### config.mk
export PLATFORM = sky130hd
export DESIGN_NAME = mem_stage
export DESIGN_NICKNAME = d
export VERILOG_FILES = /design/src/rtl/mem_stage.sv
export SDC_FILE = /design/constraint.sdc
export NUM_CORES = 1
export LEC_CHECK = 0
export CORE_MARGIN = 2
export CORE_UTILIZATION = 60
export DETAILED_ROUTE_END_ITERATION = 10
export PLACE_DENSITY_LB_ADDON = 0.05
export RECOVER_POWER = 100
export SYNTH_ARGS = -nofsm -noshare
export SYNTH_HDL_FRONTEND = slang
export SYNTH_SLANG_ARGS = --single-unit
### constraint.sdc
create_clock -name clk -period 4.1 [get_ports clk]
set_input_delay 0.615 -clock clk [delete_from_list [all_inputs] [get_ports clk]]
set_output_delay 0.615 -clock clk [all_outputs]
set_load 0.02 [all_outputs]
### src/rtl/mem_stage.sv
// Memory pipeline stage: posted store buffer drained to memory, single
// outstanding blocking load with byte/half/word extraction and sign extension.
module mem_stage #(
    parameter int ADDR_W     = 32,
    parameter int WBUF_DEPTH = 4
) (
    input  logic              clk,
    input  logic              rst,
    input  logic              req_valid,
    input  logic              req_write,
    input  logic [1:0]        req_size,
    input  logic              req_signed,
    input  logic [ADDR_W-1:0] req_addr,
    input  logic [31:0]       req_wdata,
    output logic              req_ready,
    output logic              rsp_valid,
    output logic [31:0]       rsp_rdata,
    output logic              err,
    output logic              busy,
    output logic              mem_valid,
    output logic              mem_write,
    output logic [ADDR_W-1:0] mem_addr,
    output logic [31:0]       mem_wdata,
    output logic [3:0]        mem_be,
    input  logic              mem_ready,
    input  logic              mem_rvalid,
    input  logic [31:0]       mem_rdata
);
    localparam int PTR_W = (WBUF_DEPTH > 1) ? $clog2(WBUF_DEPTH) : 1;
    localparam logic [PTR_W:0] FULL_CNT = (PTR_W+1)'(WBUF_DEPTH);
    localparam logic [PTR_W:0] ZERO_CNT = {(PTR_W+1){1'b0}};
    localparam logic [PTR_W-1:0] ONE_PTR = {{(PTR_W-1){1'b0}}, 1'b1};
    localparam logic [PTR_W:0] ONE_CNT = {{PTR_W{1'b0}}, 1'b1};

    typedef enum logic [1:0] {
        S_IDLE    = 2'd0,
        S_LD_REQ  = 2'd1,
        S_LD_WAIT = 2'd2,
        S_RESP    = 2'd3
    } state_t;

    function automatic logic [3:0] be_of(input logic [1:0] size, input logic [1:0] off);
        case (size)
            2'b00:   be_of = 4'b0001 << off;
            2'b01:   be_of = 4'b0011 << off;
            default: be_of = 4'b1111;
        endcase
    endfunction

    function automatic logic [31:0] replicate(input logic [1:0] size, input logic [31:0] d);
        case (size)
            2'b00:   replicate = {4{d[7:0]}};
            2'b01:   replicate = {2{d[15:0]}};
            default: replicate = d;
        endcase
    endfunction

    // Word loads are always aligned, so the lane shift is zero and the word passes through.
    function automatic logic [31:0] extract(input logic [31:0] d, input logic [1:0] off,
                                            input logic [1:0] size, input logic sgn);
        logic [31:0] sh;
        sh = d >> {off, 3'b000};
        case (size)
            2'b00:   extract = {{24{sgn & sh[7]}}, sh[7:0]};
            2'b01:   extract = {{16{sgn & sh[15]}}, sh[15:0]};
            default: extract = sh;
        endcase
    endfunction

    state_t            state_q, state_d;
    logic [PTR_W-1:0]  wr_ptr_q, wr_ptr_d, rd_ptr_q, rd_ptr_d;
    logic [PTR_W:0]    count_q, count_d;
    logic [ADDR_W-1:0] buf_addr_q [WBUF_DEPTH];
    logic [ADDR_W-1:0] buf_addr_d [WBUF_DEPTH];
    logic [31:0]       buf_data_q [WBUF_DEPTH];
    logic [31:0]       buf_data_d [WBUF_DEPTH];
    logic [3:0]        buf_be_q   [WBUF_DEPTH];
    logic [3:0]        buf_be_d   [WBUF_DEPTH];
    logic [ADDR_W-1:0] ld_addr_q, ld_addr_d;
    logic [1:0]        ld_off_q, ld_off_d, ld_size_q, ld_size_d;
    logic              ld_signed_q, ld_signed_d;
    logic [31:0]       rsp_rdata_q, rsp_rdata_d;
    logic              err_q, err_d;

    logic bad_s, full_s, empty_s, drain_s, accept_s, push_s, pop_s, ld_start_s;

    // Request acceptance, buffer status and handshake decode.
    always_comb begin
        bad_s      = (req_size == 2'b11) || ((req_size == 2'b01) && req_addr[0])
                     || ((req_size == 2'b10) && (req_addr[1:0] != 2'b00));
        full_s     = (count_q == FULL_CNT);
        empty_s    = (count_q == ZERO_CNT);
        drain_s    = (state_q == S_IDLE) && !empty_s;
        if (bad_s) begin
            req_ready = 1'b1;
        end else if (req_write) begin
            req_ready = !full_s;
        end else begin
            req_ready = (state_q == S_IDLE) && empty_s;
        end
        accept_s   = req_valid && req_ready;
        push_s     = accept_s && req_write && !bad_s;
        ld_start_s = accept_s && !req_write && !bad_s;
        pop_s      = drain_s && mem_ready;
    end

    // Next-state for the load FSM, store buffer and response/error registers.
    always_comb begin
        state_d     = state_q;
        wr_ptr_d    = wr_ptr_q;
        rd_ptr_d    = rd_ptr_q;
        count_d     = count_q;
        buf_addr_d  = buf_addr_q;
        buf_data_d  = buf_data_q;
        buf_be_d    = buf_be_q;
        ld_addr_d   = ld_addr_q;
        ld_off_d    = ld_off_q;
        ld_size_d   = ld_size_q;
        ld_signed_d = ld_signed_q;
        rsp_rdata_d = rsp_rdata_q;
        err_d       = accept_s && bad_s;

        case (state_q)
            S_IDLE:    if (ld_start_s) state_d = S_LD_REQ; else state_d = S_IDLE;
            S_LD_REQ:  if (mem_ready)  state_d = S_LD_WAIT; else state_d = S_LD_REQ;
            S_LD_WAIT: if (mem_rvalid) state_d = S_RESP; else state_d = S_LD_WAIT;
            S_RESP:    state_d = S_IDLE;
            default:   state_d = S_IDLE;
        endcase

        if (ld_start_s) begin
            ld_addr_d   = {req_addr[ADDR_W-1:2], 2'b00};
            ld_off_d    = req_addr[1:0];
            ld_size_d   = req_size;
            ld_signed_d = req_signed;
        end else begin
            ld_addr_d   = ld_addr_q;
        end

        if ((state_q == S_LD_WAIT) && mem_rvalid) begin
            rsp_rdata_d = extract(mem_rdata, ld_off_q, ld_size_q, ld_signed_q);
        end else begin
            rsp_rdata_d = rsp_rdata_q;
        end

        if (push_s) begin
            buf_addr_d[wr_ptr_q] = {req_addr[ADDR_W-1:2], 2'b00};
            buf_data_d[wr_ptr_q] = replicate(req_size, req_wdata);
            buf_be_d[wr_ptr_q]   = be_of(req_size, req_addr[1:0]);
            wr_ptr_d             = wr_ptr_q + ONE_PTR;
        end else begin
            wr_ptr_d             = wr_ptr_q;
        end
        if (pop_s) begin
            rd_ptr_d = rd_ptr_q + ONE_PTR;
        end else begin
            rd_ptr_d = rd_ptr_q;
        end

        case ({push_s, pop_s})
            2'b10:   count_d = count_q + ONE_CNT;
            2'b01:   count_d = count_q - ONE_CNT;
            default: count_d = count_q;
        endcase
    end

    // Memory request mux: store drain and load request are mutually exclusive by FSM state.
    always_comb begin
        mem_valid = 1'b0;
        mem_write = 1'b0;
        mem_addr  = {ADDR_W{1'b0}};
        mem_wdata = 32'h0000_0000;
        mem_be    = 4'b0000;
        if (drain_s) begin
            mem_valid = 1'b1;
            mem_write = 1'b1;
            mem_addr  = buf_addr_q[rd_ptr_q];
            mem_wdata = buf_data_q[rd_ptr_q];
            mem_be    = buf_be_q[rd_ptr_q];
        end else if (state_q == S_LD_REQ) begin
            mem_valid = 1'b1;
            mem_addr  = ld_addr_q;
            mem_be    = be_of(ld_size_q, ld_off_q);
        end else begin
            mem_valid = 1'b0;
        end
    end

    assign rsp_valid = (state_q == S_RESP);
    assign rsp_rdata = rsp_rdata_q;
    assign err       = err_q;
    assign busy      = !empty_s || (state_q != S_IDLE);

    // State registers; reset discards buffered stores and any outstanding load.
    always_ff @(posedge clk or negedge rst) begin
        if (!rst) begin
            state_q     <= S_IDLE;
            wr_ptr_q    <= {PTR_W{1'b0}};
            rd_ptr_q    <= {PTR_W{1'b0}};
            count_q     <= ZERO_CNT;
            ld_addr_q   <= {ADDR_W{1'b0}};
            ld_off_q    <= 2'b00;
            ld_size_q   <= 2'b00;
            ld_signed_q <= 1'b0;
            rsp_rdata_q <= 32'h0000_0000;
            err_q       <= 1'b0;
            for (int i = 0; i < WBUF_DEPTH; i++) begin
                buf_addr_q[i] <= {ADDR_W{1'b0}};
                buf_data_q[i] <= 32'h0000_0000;
                buf_be_q[i]   <= 4'b0000;
            end
        end else begin
            state_q     <= state_d;
            wr_ptr_q    <= wr_ptr_d;
            rd_ptr_q    <= rd_ptr_d;
            count_q     <= count_d;
            ld_addr_q   <= ld_addr_d;
            ld_off_q    <= ld_off_d;
            ld_size_q   <= ld_size_d;
            ld_signed_q <= ld_signed_d;
            rsp_rdata_q <= rsp_rdata_d;
            err_q       <= err_d;
            buf_addr_q  <= buf_addr_d;
            buf_data_q  <= buf_data_d;
            buf_be_q    <= buf_be_d;
        end
    end
endmodule

# Word level (Yosys, flattened, before mapping)
# Cells that the tools add are included.
# totals
regBits	349
latchBits	0
ramBits	0
rom_bits	0
inputBits	105
output_inout_bits	106
elab_cells	112
n_memories	0
# op_classes
add_sub_neg	4
mul	0
n_div	0
magnitude_cmp	3
eq_ne	10
n_shift	5
n_mux	37
bitwise_logic	4
n_reduce_logical	27
# op_table
cell	count
$mux W32	9
$bwmux W128	2
$bmux W32 S2	2
$pmux W32 S2	2
$demux W32 S2	1
$shr A32 B5 Y32	1
$mux W4	6
$bwmux W16	1
$pmux W4 S2	2
$logic_and A1 B1 Y1	13
$eq A2 B2 Y1 const B	5
$bmux W4 S2	1
$demux W4 S2	1
$eq A2 B1 Y1 const B	4
$pmux W2 S4	1
$shl A1 B2 Y4 const A	2
$shl A2 B2 Y4 const A	2
$mux W1	7
$ge A3 B3 Y1 const B	2
$logic_not A2 Y1	3
$not A2 Y3	2
$pmux W3 S2	1
$reduce_bool A2 Y1	3
$add A2 B1 Y2 const B	2
9 further kinds	15

# Depth between registers and ports, before layout
# depth
ltp_word	10
depth_mapped	9
ltp_nobuf	9

# Worst setup path after synthesis
# OpenSTA, ideal clock, no wires.
# synth_timing
path_kind	register to output
startpoint	register state_q[0]
endpoint	output port mem_be[2]
arrival_time_ps	1920
t_required_ps	3485
path_slack_ps	1565
path_stages_with_launch	7
path_buffers	3
path_cell_list	dfrtp_1 -> clkbuf_1 -> nor3_1 -> clkbuf_1 -> clkbuf_1 -> nand2_1 -> o21ai_0
# synth_via
elab_chain_len	3
word_cells_on_any_way	5
cone_classes	eq/ne: 1; mux: 2; reduce/logical: 2
# synth_rtl
item	line_no	text
start: declaration	70	state_t state_q, state_d;
start signal: assignment	213	state_q <= state_d;
$eq A2 B1 Y1 / $logic_not A2 Y1 (equally long branches)	180, 93	
$mux W4 / $logic_and A1 B1 Y1 (equally long branches)	180, 93	
$mux W4 *	174	if (drain_s) begin
end: declaration	24	output logic [3:0] mem_be,
# Every way passes the cells marked *; elsewhere a longest branch is shown, timed or not.

# Final worst setup path
# layout_timing
startpoint	register rd_ptr_q[1]
endpoint	output port mem_addr[28]
# layout_via
elab_chain_len	5
# layout_rtl
item	line_no	text
start: declaration	71	logic [PTR_W-1:0] wr_ptr_q, wr_ptr_d, rd_ptr_q, rd_ptr_d;
start signal: assignment	199	rd_ptr_q <= {PTR_W{1'b0}};
start signal: assignment	215	rd_ptr_q <= rd_ptr_d;
$not A2 Y3 (not written as such)	177	mem_addr = buf_addr_q[rd_ptr_q];
$bmux W32 S2	177	
$mux W32 (not written as such) (2 in series)	177	
$mux W32	174	
end: declaration	22	output logic [ADDR_W-1:0] mem_addr,
# Every way passes these cells. The select of a mux whose other input is x is not followed.

==> summary.md <==
The buffer depth of the longest clock path was 3. The final-report hold violation count came out at 0. The number of CTS-inserted buffers was 37; the die area was 27,700 um^2. The detail route stage leaves a number of antenna-violating nets equal to 0. For this block, wires on met1 add up to 15,720 um. In this run the worst path has a maximum fanout of 21. The worst setup path is captured at a primary output.

Fill cells in the final layout number 1,827. The count of buffers added on input and output ports is 208. Final design area excluding fillers: 19,180 um^2. The run gives 8 as the max-capacitance violation count. For the number of pins with negative max-slew slack in the final report, the log shows 412. The top metal layer carrying routed signals was met4.

Of the cells placed in the final design, the portion with a size suffix greater than 1 is 22.03%. The number of buffers and inverters on the critical path was 2; the total track usage was 26.78%. Final net count: 1,514. Classification of the worst-slack hold path: reg -> reg.

The instance count along the most critical hold path was 2. The slowest cell on the critical path is sky130_fd_sc_hd__dfrtp_1. For the post-synthesis cell count, the log shows 1,216. Across all layers, the routed design uses 10,480 vias.

The run finished, with violations left. The worst-case register-to-register setup slack came out at 750 ps. Between clock sinks in the finished design, the worst skew comes to 24.20 ps.

For this run, the number of Yosys warnings is 0. Final RePlAce weighted congestion: 0.7852. The aggregate routed wire length is 36,420 um, and the cell area after placement is 18,290 um^2. Summing every instance area after synthesis gives 15,830 um^2. In this run the power density over the cells is 799.1 nW/um^2. In this run the core area contains 59 standard-cell rows. The run gives 550.6 uV as the highest ir drop seen on vdd. The tools report the required arrival time at the worst endpoint as 3480 ps.

At the later pin of the worst-skew pair, clock insertion delay measures 520 ps. Setup repair after global routing left no endpoint under its margin. Summed over all cells, the static leakage comes to 8.692 nW.

Final-layout worst hold slack: 467.5 ps. The final reports fail on capacitance limit, slew limit. Buffers inserted to repair hold after CTS numbered 0.

The area growth from synthesis to layout is 21.15%. In this run, post-CTS repair resized a total of 0 instances. For the first-pass detailed-route iteration total, the log shows 5.

Subtracting the final worst setup slack from the clock period gives 3810 ps. The run gives 0 as the number of buffers added for setup after CTS. The tree is rooted in a sky130_fd_sc_hd__clkbuf_16. The worst hold path terminates at rsp_rdata[4]. The worst path uses 92.93% of the clock period. For the pin with the worst max-slew slack, the measured transition is 2456 ps. TritonCTS built the clock tree.

Setup violations remaining at the end of the flow were counted as 0. After synthesis, the mean cell area works out to 13.02 um^2. After global routing the overflow that remains totals 0. In this run, the number of DRC markers left after iteration 0 of detailed routing was 858. In this design, the stage delay of the slowest critical-path cell is 1110 ps.

In this run the number of H-tree levels came out at 2. Summing the sequential cell areas from Yosys gives 53.90% of the chip area. The signal arrival time at the worst endpoint is 3200 ps.

The first global-routing pass estimated 59,070 um of wire. The run gives -63.71% as the relative slew slack. Traced cell by cell, the critical path runs through buf_4 -> mux4_2 -> a22o_1 -> dlygate4sd3_1. The die boundary height works out to 166.4 um.

The startpoint of the lowest-slack hold path was rsp_rdata[4]. The synthesized design contains 341 register bits. The critical path in this run is classified as reg -> out.

The logs give 10,870 for the via count of the first global-routing pass and 341 for the number of clock sinks seen by CTS. In this run the critical register-to-register path is launched from count_q[0]. Initial core utilization: 60.93%.

Summed over all failing endpoints, the final setup total negative slack is 0 ps. Measured in cells, the most critical reg-to-reg path has a length of 4. The ratio of routed vias to standard cells was 5.934.

Among all flip-flop cells after synthesis, the most frequent one is sky130_fd_sc_hd__dfrtp_1. During I/O placement, the number of pins put on the boundary was 211. The tools report the HPWL after detailed placement as 22,940 um. In the synthesized netlist the async set-or-reset flop fraction comes to 100.0%. The number of synthesized flops with an enable pin works out to 0. The remaining routing DRC violations is 0. The core region is 25,980 um^2.

The floorplan step set the die width to 166.4 um. The critical register-to-register path endpoint is buf_data_q[33]. The initial antenna violation count is 1, and the routed length on met2 is 18,200 um.

After detailed routing, the average wire length per cell comes to 20.62 um. Among cell families on the critical path, the largest total delay comes from flip-flops. The clock-pin slew on the worst setup and hold paths is 60 ps, and the upper clock frequency limit is 0.2625 GHz.

STA classifies the critical path startpoint as a flip-flop. The maximum number of pins on one net before global-route repair is 98. In the detailed route, the total length drawn on met3 is 1641 um. The number of different library cells in the post-synthesis netlist was 45.
tightest hold or removal path, stage by stage, from the launching register on:
cell                      delay, ps
sky130_fd_sc_hd__dfrtp_1        330
sky130_fd_sc_hd__nand2_1         50
sky130_fd_sc_hd__nand2_1         60
final cells by class:
cell class	instances	area [um^2]	share of cell area, %
antenna	1	2.502	0.01305
tap	335	419.2	2.185
timing repair buffer	240	2305	12.02
sequential	341	8537	44.51
multi-input combinational	777	6726	35.07
clock inverter	5	61.31	0.3196
inverter	6	22.52	0.1174
clock buffer	61	1107	5.773
registers in the layout (all words and copies together), names as in the netlist, named ones only:
signal,count
rd_ptr_q,2
wr_ptr_q,2
buf_be_q,16
rsp_rdata,32
count_q,3
buf_addr_q,120
ld_signed_q,1
state_q,1
ld_off_q,2
ld_size_q,2
ld_addr_q,30
err,1
buf_data_q,128
cells in the final DEF (no fill, tap or decap), drive strengths merged, types with 2 or more instances in the layout:
cell type	n
mux4	67
nor3	4
o211ai	8
ha	5
o22a	8
xnor2	3
a221o	8
conb	2
mux2i	40
and2	38
o21ai	128
nand3	4
mux2	197
clkdlybuf4s50	113
nand2	146
a22o	37
nand2b	3
inv	6
a21oi	21
clkbuf	79
nor2	30
dlygate4sd3	94
o2111ai	5
buf	15
dfrtp	341
xor2	4
nor3b	2
clkinv	4
nor2b	6
logic make-up (layout without fill, tap and decap cells):
group | count (synthesis) | after routing | share of synthesized area [%]
other | 1 | 3 | 0.02369
adder cells (fa/ha/maj) | 6 | 6 | 0.5216
AND/OR/NAND/NOR | 240 | 240 | 6.820
XOR/XNOR | 7 | 7 | 0.3872
flip-flops | 341 | 341 | 53.90
buffers and inverters | 99 | 312 | 3.074
AO/OA/AOI/OAI | 218 | 218 | 8.519
multiplexers | 304 | 304 | 26.76
worst max path at each step:
stage / from / to / slack (ps) / depth (start not counted)
final: rd_ptr_q[1] / mem_addr[28] / 290 / 4
after global routing: rd_ptr_q[1] / mem_addr[28] / 200 / 4
after CTS: rd_ptr_q[0] / mem_addr[29] / 480 / 4
after detailed placement: req_addr[0] / ld_addr_q[24] / 820 / 6
after global placement: req_addr[0] / ld_addr_q[25] / 860 / 6
after floorplan: state_q[0] / mem_be[2] / 1560 / 6
metal layers:
| metal | GRT usage, % | vias to the layer above |
|---|---|---|
| met5 | 0 | - |
| met2 | 44.54 | 254 |
| li1 | - | 4776 |
| met4 | 7.534 | 0 |
| met1 | 36.92 | 5391 |
| met3 | 4.634 | 58 |
synthesized netlist by cell type, types with 3 or more instances:
master	n	share of area, %
sky130_fd_sc_hd__a21oi_1	20	0.63
sky130_fd_sc_hd__a221o_1	8	0.51
sky130_fd_sc_hd__a22o_1	37	2.0
sky130_fd_sc_hd__and2_1	38	1.5
sky130_fd_sc_hd__buf_1	9	0.21
sky130_fd_sc_hd__buf_2	32	1.0
sky130_fd_sc_hd__buf_4	10	0.47
sky130_fd_sc_hd__buf_6	5	0.36
sky130_fd_sc_hd__clkbuf_1	37	0.88
sky130_fd_sc_hd__dfrtp_1	341	54
sky130_fd_sc_hd__ha_1	5	0.40
sky130_fd_sc_hd__inv_1	6	0.14
sky130_fd_sc_hd__mux2_2	168	12
sky130_fd_sc_hd__mux2_4	29	2.8
sky130_fd_sc_hd__mux2i_1	40	2.5
sky130_fd_sc_hd__mux4_2	67	9.5
sky130_fd_sc_hd__nand2_1	146	3.5
sky130_fd_sc_hd__nand2b_1	3	0.12
sky130_fd_sc_hd__nand3_1	4	0.13
sky130_fd_sc_hd__nor2_1	30	0.71
sky130_fd_sc_hd__nor2b_1	6	0.24
sky130_fd_sc_hd__nor3_1	3	0.095
sky130_fd_sc_hd__o2111ai_1	5	0.28
sky130_fd_sc_hd__o211ai_1	8	0.38
sky130_fd_sc_hd__o21ai_0	127	4.0
sky130_fd_sc_hd__o22a_1	8	0.44
sky130_fd_sc_hd__xnor2_1	3	0.17
sky130_fd_sc_hd__xor2_1	4	0.22
where the power goes:
part / total, mW / internal (mW) / switching [mW] / leakage (nW)
Sequential: 5.75 / 4.86 / 0.885 / 4.31
Combinational: 6.38 / 3.38 / 3.01 / 3.81
Clock: 3.20 / 1.91 / 1.30 / 0.570
Total: 15.3 / 10.1 / 5.19 / 8.69
stage by stage:
stage	util, %	power [mW]	instances	setup slack, ps
2_1_floorplan	-	9.963	1217	1565
3_3_place_gp	70.39	12.31	1699	860.2
3_5_place_dp	70.39	12.54	1699	816.7
4_1_cts	74.88	15.80	1765	482.1
5_1_grt	73.82	16.24	1766	204.7
6_report	73.82	15.33	1766	289.9
Power figures use the tool's default switching activity.
